### src/rtl/store_display_renderer.sv
// Renders the 32x32-bit store as a dot/dash raster behind the VGA timing generator.
// Latency: pixel_on, hsync_out, vsync_out and sof_out are all registered one cycle after their inputs.
// Backpressure: one store word is fetched per row during blanking; a fetch not acked by x==0 is aborted as an underrun.
// Ports: clk/reset_n (async active-low); x, y, can_draw, start_of_frame, hsync, vsync from the timing generator;
//        mem_req/mem_addr/mem_ack/mem_data shared store read port; pixel_on and delayed syncs out;
//        underrun pulse and saturating underrun_count (cleared by start_of_frame).
module store_display_renderer #(
  parameter int H_VISIBLE   = 800,
  parameter int V_TOTAL     = 628,
  parameter int X0          = 144,
  parameter int Y0          = 44,
  parameter int CELL_W_LOG2 = 4,
  parameter int CELL_H_LOG2 = 4,
  parameter int LINE_H      = 12,
  parameter int DOT_W       = 4,
  parameter int DASH_GAP    = 4,
  parameter int FETCH_X     = 800
) (
  input  logic        clk,
  input  logic        reset_n,
  input  logic [10:0] x,
  input  logic [10:0] y,
  input  logic        can_draw,
  input  logic        start_of_frame,
  input  logic        hsync,
  input  logic        vsync,
  output logic        mem_req,
  output logic [4:0]  mem_addr,
  input  logic        mem_ack,
  input  logic [31:0] mem_data,
  output logic        pixel_on,
  output logic        hsync_out,
  output logic        vsync_out,
  output logic        sof_out,
  output logic        underrun,
  output logic [7:0]  underrun_count
);

  localparam logic [0:0] S_IDLE = 1'b0;
  localparam logic [0:0] S_REQ  = 1'b1;

  localparam int WIN_W = 32 << CELL_W_LOG2;
  localparam int WIN_H = 32 << CELL_H_LOG2;
  localparam logic signed [11:0] WIN_W_S  = 12'(WIN_W);
  localparam logic signed [11:0] WIN_H_S  = 12'(WIN_H);
  localparam logic signed [11:0] X0_S     = 12'(X0);
  localparam logic signed [11:0] Y0_S     = 12'(Y0);
  localparam logic [CELL_W_LOG2-1:0] DASH_LEN = CELL_W_LOG2'((1 << CELL_W_LOG2) - DASH_GAP);
  localparam logic [CELL_W_LOG2-1:0] DOT_LEN  = CELL_W_LOG2'(DOT_W);
  localparam logic [CELL_H_LOG2-1:0] LIT_H    = CELL_H_LOG2'(LINE_H);

  logic [0:0]  state_q, state_d;
  logic        mem_req_q, mem_req_d;
  logic [4:0]  mem_addr_q, mem_addr_d;
  logic        line_valid_q, line_valid_d;
  logic [31:0] word_buf_q, word_buf_d;
  logic        underrun_q, underrun_d;
  logic [7:0]  count_q, count_d;
  logic        pixel_q, hs_q, vs_q, sof_q;

  // Fetch target: the line after the current one, wrapping at frame end.
  logic [10:0] tl, tl_off;
  logic        tl_in_win, at_fetch, abort;
  logic [4:0]  row;

  always_comb begin
    tl        = (y == 11'(V_TOTAL - 1)) ? 11'd0 : y + 11'd1;
    tl_in_win = (tl >= 11'(Y0)) && (tl < 11'(Y0 + WIN_H));
    tl_off    = tl - 11'(Y0);
    row       = 5'(tl_off >> CELL_H_LOG2);
    at_fetch  = (x == 11'(FETCH_X));
    // The ack takes priority over the line-wrap deadline.
    abort     = (state_q == S_REQ) && !mem_ack && (x == 11'd0);
  end

  always_comb begin
    state_d      = state_q;
    mem_req_d    = mem_req_q;
    mem_addr_d   = mem_addr_q;
    line_valid_d = line_valid_q;
    word_buf_d   = word_buf_q;
    underrun_d   = 1'b0;
    case (state_q)
      S_IDLE: begin
        if (at_fetch) begin
          if (tl_in_win) begin
            mem_addr_d = row;
            mem_req_d  = 1'b1;
            state_d    = S_REQ;
          end else begin
            line_valid_d = 1'b0;
          end
        end
      end
      default: begin
        if (mem_ack) begin
          word_buf_d   = mem_data;
          line_valid_d = 1'b1;
          mem_req_d    = 1'b0;
          state_d      = S_IDLE;
        end else if (abort) begin
          mem_req_d    = 1'b0;
          line_valid_d = 1'b0;
          underrun_d   = 1'b1;
          state_d      = S_IDLE;
        end
      end
    endcase

    // Frame start restarts the count, but an abort in that same cycle still counts.
    if (start_of_frame)
      count_d = abort ? 8'd1 : 8'd0;
    else if (abort && count_q != 8'hFF)
      count_d = count_q + 8'd1;
    else
      count_d = count_q;
  end

  // Signed offsets so positions left of / above the window never wrap into it.
  logic signed [11:0] cx, cy;
  logic [4:0]             col;
  logic [CELL_W_LOG2-1:0] px;
  logic [CELL_H_LOG2-1:0] py;
  logic                   in_win, lit;

  always_comb begin
    cx     = signed'({1'b0, x}) - X0_S;
    cy     = signed'({1'b0, y}) - Y0_S;
    col    = 5'(cx >> CELL_W_LOG2);
    px     = cx[CELL_W_LOG2-1:0];
    py     = cy[CELL_H_LOG2-1:0];
    in_win = (cx >= 12'sd0) && (cx < WIN_W_S) && (cy >= 12'sd0) && (cy < WIN_H_S);
    lit    = can_draw && line_valid_q && in_win && (py < LIT_H) &&
             (word_buf_q[col] ? (px < DASH_LEN) : (px < DOT_LEN));
  end

  always_ff @(posedge clk or negedge reset_n) begin
    if (!reset_n) begin
      state_q      <= S_IDLE;
      mem_req_q    <= 1'b0;
      mem_addr_q   <= 5'd0;
      line_valid_q <= 1'b0;
      word_buf_q   <= 32'd0;
      underrun_q   <= 1'b0;
      count_q      <= 8'd0;
      pixel_q      <= 1'b0;
      hs_q         <= 1'b0;
      vs_q         <= 1'b0;
      sof_q        <= 1'b0;
    end else begin
      state_q      <= state_d;
      mem_req_q    <= mem_req_d;
      mem_addr_q   <= mem_addr_d;
      line_valid_q <= line_valid_d;
      word_buf_q   <= word_buf_d;
      underrun_q   <= underrun_d;
      count_q      <= count_d;
      pixel_q      <= lit;
      hs_q         <= hsync;
      vs_q         <= vsync;
      sof_q        <= start_of_frame;
    end
  end

  assign mem_req        = mem_req_q;
  assign mem_addr       = mem_addr_q;
  assign pixel_on       = pixel_q;
  assign hsync_out      = hs_q;
  assign vsync_out      = vs_q;
  assign sof_out        = sof_q;
  assign underrun       = underrun_q;
  assign underrun_count = count_q;

endmodule
### config.mk
export PLATFORM = sky130hd
export DESIGN_NAME = store_display_renderer
export DESIGN_NICKNAME = d
export VERILOG_FILES = /design/src/rtl/store_display_renderer.sv
export SDC_FILE = /design/constraint.sdc
export NUM_CORES = 1
export LEC_CHECK = 0
export ABC_CLOCK_PERIOD_IN_PS = 1740
export CORE_MARGIN = 1
export CORE_UTILIZATION = 35
export DETAILED_ROUTE_END_ITERATION = 12
export SYNTH_ARGS = -nofsm -noshare
export SYNTH_HDL_FRONTEND = slang
export SYNTH_SLANG_ARGS = --single-unit
### constraint.sdc
create_clock -name clk -period 1.74 [get_ports clk]
set_clock_uncertainty 0.05 [all_clocks]
set_input_delay 0.348 -clock clk [delete_from_list [all_inputs] [get_ports clk]]
set_output_delay 0.348 -clock clk [all_outputs]
set_load 0.02 [all_outputs]
==> reports/qor.txt, run 1 <==
Status = finished, violations left
Failing checks = setup timing
Type of the worst min-delay path = in2reg
NetSw = 0.598 mW
Met1 global-route usage = 21.8%
Placed cells = 466
Critical path cell sequence = buf_6, or4_4, or4_4, buf_6, nor4_4, xnor2_1, nor2_1
Die area = 8420 sq um
M2 GR Usage = 31.7%
Max incr delay on CP = 0.56 ns
Wire length per cell = 14.4 um
Area of the multi-input gates = 1640 sq um
Sequential cell area = 1330 sq um
Int Pwr = 1.77 mW
Row cnt = 32
Gp weighted congestion = 0.869
Total power = 2.37 mW
Adder-Cell Fraction of Synth Area = 1.78%
First-pass GRT wire length = 11800 um
CTS clk-pin slew, worst paths = 0.10 ns
Measured slew at the worst slew-check pin = 0.385 ns
Period utilization = 117%
Pins Over Slew Limit = 0
Synth cell count leaders = dfrtp_1, mux2_2, nor2_1
Largest family of logic cells by synthesized area = multiplexers
Starting density of the core = 36.3%
Crit-path max FO = 5
Crit Reg-Reg Startpoint = state_q
CP startpoint = x[3]
FF+latch count, synth = 53
RSZ-0062 raised after global routing = yes
MaxCap Viol Count = 0
Fmax = 491 MHz
Number of flops mapped to enable cells by yosys = 0
Register area share after synthesis = 47.0%
Worst hold slack = 0.411 ns
GR peak layer = met2
Post-synthesis compound-gate area fraction = 8.43%
R2r worst-path depth = 5
Cells after Synth = 241
DP HPWL = 5130 um
Met3 usage = 4.39%
Largest net degree at the start of global routing = 54
# IOs = 80
Final Hold Vio Count = 0
Post-Synth XOR/XNOR Area = 3.42%
Worst EP required = 1.90 ns
Mux share of post-synthesis cell area = 22.2%
Root Driver = clkbuf_8
Synth Cell Area = 2820 sq um
Combinational Power Share = 17.9%
Endpoints failing setup = 14
Post-Route WL = 6950 um
Crit path arrival time = 2.19 ns
Area Overhead vs Synth = 60.1%
Die width = 91.7 um
Yosys cell types = 47
Non-filler cells, final = 483
GRT Total Usage = 17.8%
Post-synthesis async set-or-reset flop share = 100%
Total power per unit cell area = 525 nW/um^2
Crit path to = underrun_count[3]
CTS max path bufs = 2
Sw Ratio = 25.3%
VDD IR max = 0.278 mV
Number of cells on the critical path = 7
Worst R2R Setup Slack = -0.09 ns
Post-Synth Simple-Gate Area = 14.4%
Startpoint class of the critical path = primary input
Top cell type's share of synthesized area = 47.0%
Vias = 2391
Post-route setup slack = -0.297 ns
Clock sink count = 53
Vias/cell = 4.95
Core area = 7770 sq um
PortBufs = 79
Die Y = 91.7 um
Min cycle time layout = 2.04 ns
Worst path top cell family by delay = simple AND/OR/NAND/NOR gates
Mapped Avg Cell Area = 11.7 sq um
Sequential power share = 52.4%
Initial antenna violation count = 1
Drt first pass iters = 4
Syn. warnings = 0
CP max stage cell = or4_4
Clk_lat worst skew = 0.31 ns
Synth Net Count = 306
Rel. slew slack = 74.1%
Yosys top cell by area = dfrtp_1
Max reg flops = 32
Post-route ant nets = 0
Largest reg by FF count = word_buf_q
Total CTS buffers = 5
CTS tree = yes
Critical Path End Type = flop
Crit Reg-Reg Endpoint = mem_addr[1]
Initial DRC Count = 53
Most frequent cell after synthesis = dfrtp_1
Nets@finish = 445
Top_reg_cell synth = dfrtp_1
Fraction of layout cells with a size suffix above 1 = 42.6%
Leakage = 2.13 nW
CTS H-tree lvls = 2
Gr ovfl total = 0
Clock power share = 29.7%
Vias in the first global route = 2463
Top cells by area, synth = dfrtp_1, mux2_2, mux4_2, xnor2_1, nor2_1
Kind of critical path = in2reg
Critical path buffers and inverters = 2
Layout fillers = 681
Residual DRC = 0
Final core utilization = 58.1%
==> metrics by stage <==
step / setup TNS, ns / cell area [sq um] / setup WS (ns)
floorplan: -5.32 / 2930 / -0.557
global placement: -16.18 / 4200 / -1.03
detailed placement: -16.53 / 4200 / -1.05
CTS: -2.52 / 4390 / -0.311
global route: -2.65 / 4510 / -0.319
finish: -2.11 / 4510 / -0.297
==> kinds of logic after synthesis <==
| kind of cell | after synthesis |
|---|---|
| simple gates | 71 |
| flops | 53 |
| mux | 48 |
| compound gates | 36 |
| buf+inv | 18 |
| xor+xnor | 11 |
| fa+ha+maj | 4 |
==> metal layers <==
layer / wire length (um) / up-vias
met3: 393 / 8
li1: - / 1166
met4: 84 / 0
met1: 2870 / 1149
met5: 0 / -
met2: 3600 / 68
==> worst min path at each step <==
| stage | startpoint | to | slack [ns] | depth (start not counted) |
|---|---|---|---|---|
| finish | x[3] | pixel_on | 0.41 | 5 |
| global placement | reset_n | underrun_count[6] | 0.32 | 2 |
| detailed placement | reset_n | underrun_count[6] | 0.32 | 2 |
| CTS | x[3] | state_q | 0.41 | 4 |
| global route | hsync | hsync_out | 0.42 | 1 |
| floorplan | reset_n | hsync_out | 0.002 | 0 |
==> layout make-up <==
cell class	instances	share of cell area [%]
Timing Repair Buffer	140	28.4
Inverter	10	1.16
Antenna cell	1	0.0555
Sequential cell	53	29.4
Clock inverter	2	0.305
Clock buffer	5	1.53
Multi-Input combinational cell	170	36.4
Tap cell	102	2.83
==> worst min-delay path, stage by stage <==
cell      delay, ns
buf_6          0.07
buf_4          0.09
nor2_1         0.06
nor2_1         0.10
a211oi_1       0.07
==> power groups by stage <==
| stage | clock network, mW | logic [mW] | registers (mW) |
|---|---|---|---|
| 2_1_floorplan | 0 | 0.117 | 1.27 |
| 3_3_place_gp | 0 | 0.409 | 1.27 |
| 3_5_place_dp | 0 | 0.410 | 1.27 |
| 4_1_cts | 0.725 | 0.413 | 1.24 |
| 5_1_grt | 0.771 | 0.463 | 1.24 |
| 6_report | 0.702 | 0.424 | 1.24 |
==> cell usage in the layout (no fill, tap or decap), types with 8 or more instances in the layout <==
master / Yosys / routed
mux4_2: 8 / 8
dlygate4sd2_1: 0 / 15
buf_4: 0 / 51
dfrtp_1: 53 / 53
xnor2_1: 9 / 8
mux2_2: 33 / 33
clkdlybuf4s50_1: 0 / 46
nor2_1: 19 / 17
nand2_1: 16 / 15
==> timing repair <==
| action | CTS | global route |
|---|---|---|
| setup buffers | 5 | 4 |
| hold buffers | 1 | 0 |
| endpoints found under the hold margin | 53 | 0 |
| pin swaps | 15 | 18 |
| resized for setup | 72 | 38 |
| setup endpoints to repair | 24 | 21 |
(Power assumes the default switching activity.)
==> inputs of run 2 (changes only) <==
CTS_CLUSTER_SIZE = 24   (was not set)
==> results of run 2 <==
Final layout, timing and power as in run 1 (identical DEF).
